==> config.mk <==
export PLATFORM = sky130hd
export DESIGN_NAME = kernel_ram_reader
export DESIGN_NICKNAME = d
export VERILOG_FILES = /design/src/rtl/kan_pkg.sv /design/src/rtl/kernel_rd_fifo.sv /design/src/rtl/kernel_ram_reader.sv
export SDC_FILE = /design/constraint.sdc
export NUM_CORES = 1
export LEC_CHECK = 0
export CAP_MARGIN = 10
export CELL_PAD_IN_SITES_DETAIL_PLACEMENT = 1
export CELL_PAD_IN_SITES_GLOBAL_PLACEMENT = 2
export CORE_ASPECT_RATIO = 0.8
export CORE_MARGIN = 10
export CORE_UTILIZATION = 33
export CTS_BUF_LIST = sky130_fd_sc_hd__clkbuf_2 sky130_fd_sc_hd__clkbuf_4 sky130_fd_sc_hd__clkbuf_8
export DETAILED_ROUTE_END_ITERATION = 16
export HOLD_SLACK_MARGIN = 0.05
export PLACE_DENSITY_LB_ADDON = 0.1
export SETUP_SLACK_MARGIN = 0.4
export SLEW_MARGIN = 20
export SYNTH_ARGS = -nofsm -noshare
export SYNTH_HDL_FRONTEND = slang
export SYNTH_SLANG_ARGS = --single-unit
==> constraint.sdc <==
create_clock -name clk -period 2.45 [get_ports clk]
set_input_delay 0.245 -clock clk [delete_from_list [all_inputs] [get_ports clk]]
set_output_delay 0.245 -clock clk [all_outputs]
set_load 0.02 [all_outputs]
==> src/rtl/kan_pkg.sv <==
// Shared constants and types for the KAN kernel RAM read path.
package kan_pkg;
  localparam int PTR_WIDTH_DEF  = 12;
  localparam int DATA_WIDTH_DEF = 128;
  localparam int RD_FIFO_DEPTH  = 2;

  typedef enum logic [1:0] {
    IDLE  = 2'd0,
    RUN   = 2'd1,
    DRAIN = 2'd2,
    FIN   = 2'd3
  } rd_state_e;
endpackage

==> src/rtl/kernel_rd_fifo.sv <==
// Two-entry synchronous FIFO holding {last, data}; absorbs the RAM read latency.
module kernel_rd_fifo
  import kan_pkg::*;
#(
  parameter int W = DATA_WIDTH_DEF + 1
) (
  input  logic         clk,
  input  logic         rst_n,
  input  logic         push,
  input  logic [W-1:0] push_data,
  input  logic         pop,
  output logic [W-1:0] head,
  output logic [1:0]   count
);
  logic [RD_FIFO_DEPTH-1:0][W-1:0] mem;
  logic                            wr_ptr, rd_ptr;
  logic                            do_pop;

  assign do_pop = pop & (count != 2'd0);
  assign head   = mem[rd_ptr];

  always_ff @(posedge clk or negedge rst_n) begin
    if (!rst_n) begin
      mem    <= '0;
      wr_ptr <= 1'b0;
      rd_ptr <= 1'b0;
      count  <= 2'd0;
    end else begin
      if (push) begin
        mem[wr_ptr] <= push_data;
        wr_ptr      <= ~wr_ptr;
      end
      if (do_pop) rd_ptr <= ~rd_ptr;
      case ({push, do_pop})
        2'b10:   count <= count + 2'd1;
        2'b01:   count <= count - 2'd1;
        default: count <= count;
      endcase
    end
  end
endmodule

==> src/rtl/kernel_ram_reader.sv <==
// Reads a contiguous block from the kernel RAM and streams it out in order.
module kernel_ram_reader
  import kan_pkg::*;
#(
  parameter int PTR_WIDTH  = PTR_WIDTH_DEF,
  parameter int DATA_WIDTH = DATA_WIDTH_DEF
) (
  input  logic                  clk,
  input  logic                  rst_n,
  input  logic                  start,
  input  logic [PTR_WIDTH-1:0]  base_addr,
  input  logic [PTR_WIDTH:0]    len,
  output logic                  busy,
  output logic                  done,
  output logic                  ram_ren,
  output logic [PTR_WIDTH-1:0]  ram_addrb,
  input  logic [DATA_WIDTH-1:0] ram_dob,
  output logic [DATA_WIDTH-1:0] m_data,
  output logic                  m_valid,
  input  logic                  m_ready,
  output logic                  m_last
);
  rd_state_e            state_q;
  logic [PTR_WIDTH-1:0] base_q;
  logic [PTR_WIDTH:0]   len_q, issued_q, popped_q;
  logic                 inflight_q, inflight_last_q;
  logic [1:0]           fcount;
  logic [DATA_WIDTH:0]  head;
  logic                 pop, issue_last;
  logic [2:0]           occ;

  assign pop        = m_valid & m_ready;
  assign m_valid    = (fcount != 2'd0);
  assign m_data     = head[DATA_WIDTH-1:0];
  assign m_last     = m_valid & head[DATA_WIDTH];
  assign busy       = (state_q != IDLE);
  assign done       = (state_q == FIN);
  assign ram_addrb  = base_q + issued_q[PTR_WIDTH-1:0];
  assign issue_last = (issued_q == len_q - 1'b1);

  // Occupancy counts the word still in the RAM pipe; a pop this cycle frees a slot early.
  assign occ     = {1'b0, fcount} + {2'b0, inflight_q};
  assign ram_ren = (state_q == RUN) && (issued_q < len_q) && (occ < (3'd2 + {2'b0, pop}));

  kernel_rd_fifo #(.W(DATA_WIDTH + 1)) u_fifo (
    .clk       (clk),
    .rst_n     (rst_n),
    .push      (inflight_q),
    .push_data ({inflight_last_q, ram_dob}),
    .pop       (pop),
    .head      (head),
    .count     (fcount)
  );

  always_ff @(posedge clk or negedge rst_n) begin
    if (!rst_n) begin
      state_q         <= IDLE;
      base_q          <= '0;
      len_q           <= '0;
      issued_q        <= '0;
      popped_q        <= '0;
      inflight_q      <= 1'b0;
      inflight_last_q <= 1'b0;
    end else begin
      inflight_q      <= ram_ren;
      inflight_last_q <= ram_ren & issue_last;
      if (pop) popped_q <= popped_q + 1'b1;
      case (state_q)
        IDLE: if (start) begin
          base_q   <= base_addr;
          len_q    <= len;
          issued_q <= '0;
          popped_q <= '0;
          state_q  <= (len == '0) ? FIN : RUN;
        end
        RUN: begin
          if (ram_ren) issued_q <= issued_q + 1'b1;
          if (issued_q == len_q) state_q <= DRAIN;
        end
        // Leave once the last word has landed and is leaving the FIFO this cycle.
        DRAIN: if (!inflight_q && (popped_q + {{PTR_WIDTH{1'b0}}, pop}) == len_q)
          state_q <= FIN;
        FIN:     state_q <= IDLE;
        default: state_q <= IDLE;
      endcase
    end
  end
endmodule
Yosys cells after proc, flatten, opt, wreduce, memory -nomap -nowiden
Index checks and enable logic that the tools add are counted.
{ "word_totals": {"inputBits": 157, "wordCells": 75, "ff_bits": 317} }
{ "classes": {"eq_ne": 12, "n_mux": 17, "bitwise": 6, "order_cmp": 5, "n_reduce_logical": 14, "addsub": 9} }
{ "op_table": {"columns": ["cell", "count"], "rows": [
  ["2-to-1 mux 129 bit", 3],
  ["bitwise mux 258 bit", 1],
  ["demux 129 bit (select 1 bit)", 1],
  ["2-to-1 mux 13 bit", 5],
  ["== test 13 bit", 3],
  ["adder 13 x 1 -> 13 bit, second input constant", 2],
  ["case mux 13 bit (2 select lines)", 1],
  ["adder 13 x 1 -> 13 bit", 1],
  ["logical NOT 13 bit", 1],
  ["less-than comparator 13 bit", 1],
  ["subtractor 13 x 1 -> 13 bit, second input constant", 1],
  ["adder 12 bit", 1],
  ["2-to-1 mux 2 bit", 4],
  ["case mux 2 bit (4 select lines)", 1],
  ["nonzero test 2 bit", 4],
  ["== test 2 bit, second input constant", 3],
  ["!= test 2 bit, second input constant", 3],
  ["AND reduction 3 bit", 2],
  ["AND 1 bit", 4],
  ["== test 2 x 1 -> 1 bit, second input constant", 2],
  ["logical AND 1 bit", 4],
  ["less-than comparator 1 x 2 -> 1 bit, second input constant", 2],
  ["case mux 2 bit (2 select lines)", 1],
  ["adder 2 x 1 -> 3 bit", 1],
  ["other kinds (10)", 11]
]} }

Depth between registers and ports, before layout
{ "depth": {"ltp_word": 7, "depth_mapped": 13, "depth_no_buf": 13} }

Hierarchy
Synthesis repeated with hierarchy kept, for this count alone.
{ "unflattened": {"cells_unflattened": 1203, "hier_area_um2": 15966.6} }
{ "by_module_without_submodules": {"columns": ["mod", "n_inst", "area_each_um2", "seq_area_each_um2", "cells_each"], "rows": [
  ["kernel_rd_fifo", 1, 11767.5, 6556.3, 702],
  ["kernel_ram_reader", 1, 4199.0, 1376.3, 501]
]} }

Worst setup path before layout
OpenSTA, ideal clock, no wires.
{ "synth_path": {"path_kind": "register to register", "startpoint": "register len_q[4]", "endpoint": "register issued_q[10]", "slack_ps": -195, "path_stages_with_launch": 13, "arrival_ps": 2524, "period_less_slack_ps": 2645, "n_path_buf": 3, "setup_ps": 121, "required_ps": 2329, "cell_sequence": "dfrtp_1 > clkbuf_1 > inv_1 > ha_1 > a21oi_1 > nor3_1 > nor4_1 > and3_1 > and2_1 > clkbuf_1 > o21ai_1 > clkbuf_1 > o22a_1"} }
{ "synth_via": {"elab_chain_len": 5} }
{ "synth_lines": {"columns": ["element", "line", "rtl"], "rows": [
  ["start: declaration", "kernel_ram_reader.sv:25", "logic [PTR_WIDTH:0] len_q, issued_q, popped_q;"],
  ["start signal: assignment", "kernel_ram_reader.sv:71", "len_q <= len;"],
  ["less-than comparator 13 bit", "kernel_ram_reader.sv:43", "assign ram_ren = (state_q == RUN) && (issued_q < len_q) && (occ < (3'd2 + {2'b0, pop}));"],
  ["logical AND 1 bit (2 in series)", "kernel_ram_reader.sv:43", null],
  ["net ram_ren", "kernel_ram_reader.sv:15", "output logic ram_ren,"],
  ["!= test 2 bit (no source line)", null, null],
  ["AND reduction 3 bit (no source line)", null, null],
  ["end signal: assignment", "kernel_ram_reader.sv:77", "if (ram_ren) issued_q <= issued_q + 1'b1;"],
  ["end: declaration", "kernel_ram_reader.sv:25", null]
]} }
The timed path passes the listed nets, and every way through them passes these cells.
A chain may end at the register's enable or synchronous reset.

Worst setup path after layout
{ "layout_path": {"startpoint": "register base_q[1]", "endpoint": "output ram_addrb[7]"} }
{ "layout_via": {"elab_chain_len": 1} }
{ "layout_lines": {"columns": ["element", "line", "rtl"], "rows": [
  ["start: declaration", "kernel_ram_reader.sv:24", "logic [PTR_WIDTH-1:0] base_q;"],
  ["start signal: assignment", "kernel_ram_reader.sv:70", "base_q <= base_addr;"],
  ["adder 12 bit", "kernel_ram_reader.sv:38", "assign ram_addrb = base_q + issued_q[PTR_WIDTH-1:0];"],
  ["end: declaration", "kernel_ram_reader.sv:16", "output logic [PTR_WIDTH-1:0] ram_addrb,"]
]} }
Every way passes these cells.

==> summary.txt <==
GLOBAL ROUTE
--------------------------------------------------------------------------------------
Number of antenna violations at the first check in global routing                    7
Total global-route track usage                                                   17.7%
Via count of the first global-routing pass                                       12.6k
Pin count of the biggest net entering global routing                                85
First-pass GRT wire length                                                    76100 um
Global route total overflow                                                          0

PWR
--------------------------------------------------------------------------------------
Part of the total power dissipated in sequential elements                        26.2%
Total Power Consumption                                                       0.0349 W
Part of the total power dissipated in combinational logic                        58.3%
Worst ir drop on vdd                                                        0.000677 V
P_int                                                                         0.0222 W
Net switching share of the total power                                           36.2%
Share of total power in the clock network                                        15.4%
Switching Power                                                               0.0126 W
Leakage Power                                                                  10.6 nW
P per Cell Area                                                            1480 nW/um2

SETUP PATH
--------------------------------------------------------------------------------------
Crit. End Element                                                         primary output
Type of the worst setup path                                                reg -> out
Critical Path Source Type                                                         flop
Worst-path cell chain                                                     ha_1 -> a21o_1 -> a21oi_2 -> nor2b_2 -> or4_4 -> buf_4 -> buf_6 -> a21oi_4 -> xnor2_2 -> buf_4
Required time worst endpoint                                                   2.20 ns
Data arrival time at the worst-slack endpoint                                  2.85 ns
Crit-path max cell delay                                                       0.44 ns
Family with the most delay on the worst path                              simple AND/OR/NAND/NOR gates
Critical Path Fanout Max                                                             2
CP max-delay cell                                                                or4_4
Bufs and invs on worst path                                                          3
Most used cell, CP                                                               buf_4

ROUTE
--------------------------------------------------------------------------------------
Aggregate routed wire length                                                  50000 um
Iteration count of the initial detailed-routing pass                                 4
Detailed router's first-iteration violation count                                  374
Average wire per standard cell                                                 21.3 um
Drt via density                                                                   4.77
Antenna-violating nets left                                                          0
DR vias                                                                          11.2k
Final routed DRC violation total                                                     0

STA
--------------------------------------------------------------------------------------
Layout Skew                                                                  0.0237 ns
Post-route clock period utilization                                               126%
Hold violation total from the final report                                           0
Worst setup margin                                                           -0.648 ns
Final setup violation count                                                         67
Final Critical Period                                                          3.10 ns
Final hold slack                                                              0.154 ns
Transition at the pin with the smallest max-transition slack                  0.581 ns
Maximum clock frequency                                                        323 MHz
Setup repair after global routing missed its margin                                yes
Max transition margin                                                            61.3%
Slew Limit Fails                                                                     0

JOB
--------------------------------------------------------------------------------------
Max-Cap Viols                                                                        0

SYNTHESIS
--------------------------------------------------------------------------------------
Simple-gate share of the synthesized area                                        6.10%
Dominant cells by area after synthesis                                    dfrtp_1 52%, mux2_1 27%, ha_1 3.0%
Synthesized Nets                                                                  1372
Main combinational cell family by area after synthesis                    multiplexers
Number of distinct standard cells referenced by the synthesized netlist             56
Share of the synthesized netlist area taken by xor and xnor gates                3.21%
Cell type with the largest total area after synthesis                          dfrtp_1
Main flop type after synthesis                                                 dfrtp_1
Share of synthesized registers carrying an async set or reset                     100%
Adder-cell share of the synthesized area                                         3.16%
Area of the mapped netlist                                                   15300 um2
Number of flip-flops and latches in the synthesized netlist                        317
Synthesized-area fraction occupied by ao, oa, aoi and oai cells                  3.82%
Count of flip-flops with a built-in enable after synthesis                           0
Mean cell area of the mapped netlist                                          13.0 um2
Synth warnings                                                                       0
Share of cell area taken by muxes after synthesis                                29.4%
Share of Yosys cell area claimed by the top area cell type                       51.9%
Post-synthesis instance total                                                     1177
Share of synthesized area occupied by flip-flops and latches                     51.9%

PLACED DESIGN
--------------------------------------------------------------------------------------
Placed wire-length estimate after detailed placement                          33900 um
Final estimated routing congestion in global placement                           0.779
Pre-CTS worst setup slack                                                    -0.498 ns
Number of buffer cells added on primary ports                                      301
DP Cell Count                                                                     2153

FINAL LAYOUT
--------------------------------------------------------------------------------------
Filler cell count in the final layout                                             4597
Multi-input gate area                                                         7840 um2
Syn-to-layout area delta                                                         54.6%
Storage element area                                                          7940 um2
Most common library cell in the layout ignoring fill and taps                  dfrtp_1
Ratio of cells with drive above 1 in the final layout                            39.1%
Net total in the final layout                                                     1885
Non-filler instance count after layout                                            2350
Most frequent cells in the layout                                         310 x dfrtp_1, 266 x mux2_1, 186 x buf_6

CLOCK NETWORK
--------------------------------------------------------------------------------------
TritonCTS clock tree                                                              done
Clock net sink count                                                               317
CTS H-tree depth                                                                     2
Clock transition at the registers of the reported paths                        0.06 ns
Skew-Pair Late Insertion Delay                                                 0.63 ns
Root cell of the clock tree                                                   clkbuf_8
Bufs on Longest Clock Path                                                           3
Number of clock buffers inserted by TritonCTS                                       55

FLOORPLAN
--------------------------------------------------------------------------------------
Die span in y                                                                   212 um
Chip Width                                                                      261 um
Site row count                                                                      70
Initial core utilization                                                         33.4%
Count of boundary I/O pins                                                         302
Core box area                                                                45700 um2
Die ar.                                                                      55400 um2

HOLD PATH
--------------------------------------------------------------------------------------
Hold Path Class                                                            in -> async

OUTCOME
--------------------------------------------------------------------------------------
Failing checks                                                            negative setup slack
Result of the run                                                         finished, violations left

==> state kept, by name (all words and copies together), names as in the netlist, 2 cells and up <==
register and count:
popped_q 13, len_q 13, base_q 12, issued_q 13
u_fifo.count 2, u_fifo.mem 258, state_q 2
==> routing by layer <==
metal	share of wire, %	GRT usage [%]	vias up
met4	1.5	4.58	6
met1	45	22.5	5719
met3	4.8	4.14	67
met5	0.092	0	-
met2	49	29.9	206
li1	-	-	5223
==> area by class of cell <==
cell class / instances / area share [%]
antenna: 4 / 0.0424
clock buffer: 95 / 4.95
clock inverter: 6 / 0.291
inverter: 33 / 0.546
multi-input combinational: 766 / 33.2
sequential: 317 / 33.6
tap: 612 / 3.24
timing repair buffer: 517 / 24.1
==> timing repair <==
action                     in CTS  in global routing
hold buffers                    1                  0
gates resized for setup       992                158
setup buffers                  51                 26
pin swaps                      23                 26
cloned                         13                  1
setup endpoints to repair     162                159
hold endpoints to repair      252                  0
==> synthesized netlist by cell type, types with 2 or more instances <==
| cell type | count |
|---|---|
| a211oi_1 | 2 |
| a21o_1 | 3 |
| a21oi_1 | 18 |
| a221oi_1 | 2 |
| a31oi_1 | 5 |
| and2_1 | 3 |
| and3_1 | 8 |
| buf_1 | 20 |
| buf_6 | 2 |
| clkbuf_1 | 38 |
| dfrtp_1 | 317 |
| ha_1 | 37 |
| inv_1 | 28 |
| inv_2 | 5 |
| mux2_1 | 364 |
| mux2_2 | 33 |
| mux2i_1 | 2 |
| nand2_1 | 43 |
| nand2b_1 | 3 |
| nand3_1 | 23 |
| nand3b_1 | 2 |
| nand4_1 | 7 |
| nor2_1 | 36 |
| nor2b_1 | 9 |
| nor3_1 | 17 |
| nor4_1 | 6 |
| o211ai_1 | 2 |
| o21a_1 | 4 |
| o21ai_0 | 30 |
| o21ai_1 | 8 |
| o221ai_1 | 2 |
| o22a_1 | 10 |
| or2_1 | 2 |
| or3_1 | 4 |
| or3b_1 | 2 |
| or4_1 | 5 |
| or4b_1 | 2 |
| xnor2_1 | 37 |
| xor2_1 | 19 |
==> per-stage QoR <==
stage | cell area, um2 | TNS (ns) | util [%]
3_3_place_gp | 20100 | -2.36 | 44.1
2_1_floorplan | 15500 | 0 | -
3_5_place_dp | 20100 | -3.36 | 44.1
4_1_cts | 22800 | -10.62 | 49.9
5_1_grt | 23600 | -15.21 | 51.6
6_report | 23600 | -6.77 | 51.7
==> cell families after synthesis <==
family	after synthesis
mux	399
compound gates	94
flops	317
buf+inv	94
simple gates	179
fa+ha+maj	38
xor+xnor	56
==> worst reg2reg max path, stage by stage (launching register included) <==
cell       delay, ns
dfrtp_2         0.44
buf_6           0.13
ha_4            0.24
nand4_1         0.11
buf_4           0.19
buf_12          0.12
o41ai_4         0.34
buf_4           0.19
nand3_4         0.07
a2111oi_4       0.20
o211ai_1        0.21
a21oi_1         0.19
a31oi_1         0.05
==> path summary, 6_finish.rpt <==
path                       cells past startpoint      startpoint              end  slack [ns]
setup reg to reg                              12     issued_q[5]       state_q[1]       -0.16
min in group clk                               3    base_addr[1]        base_q[1]        0.18
setup / recovery                              10       base_q[1]     ram_addrb[7]       -0.65
max in group asynchronous                      4           rst_n   u_fifo.mem[86]        1.45
hold reg to reg                                1  u_fifo.mem[45]   u_fifo.mem[45]        0.48
hold / removal                                 2           rst_n  u_fifo.mem[167]        0.15
==> power groups by stage <==
| stage | Clock (W) | Sequential (W) | Combinational [W] |
|---|---|---|---|
| after floorplan | 0 | 0.00870 | 0.00891 |
| after global placement | 0 | 0.00893 | 0.0157 |
| after detailed placement | 0 | 0.00912 | 0.0158 |
| after CTS | 0.00560 | 0.00910 | 0.0191 |
| after global routing | 0.00586 | 0.00948 | 0.0217 |
| final | 0.00538 | 0.00915 | 0.0203 |
Power figures use the tool's default switching activity.
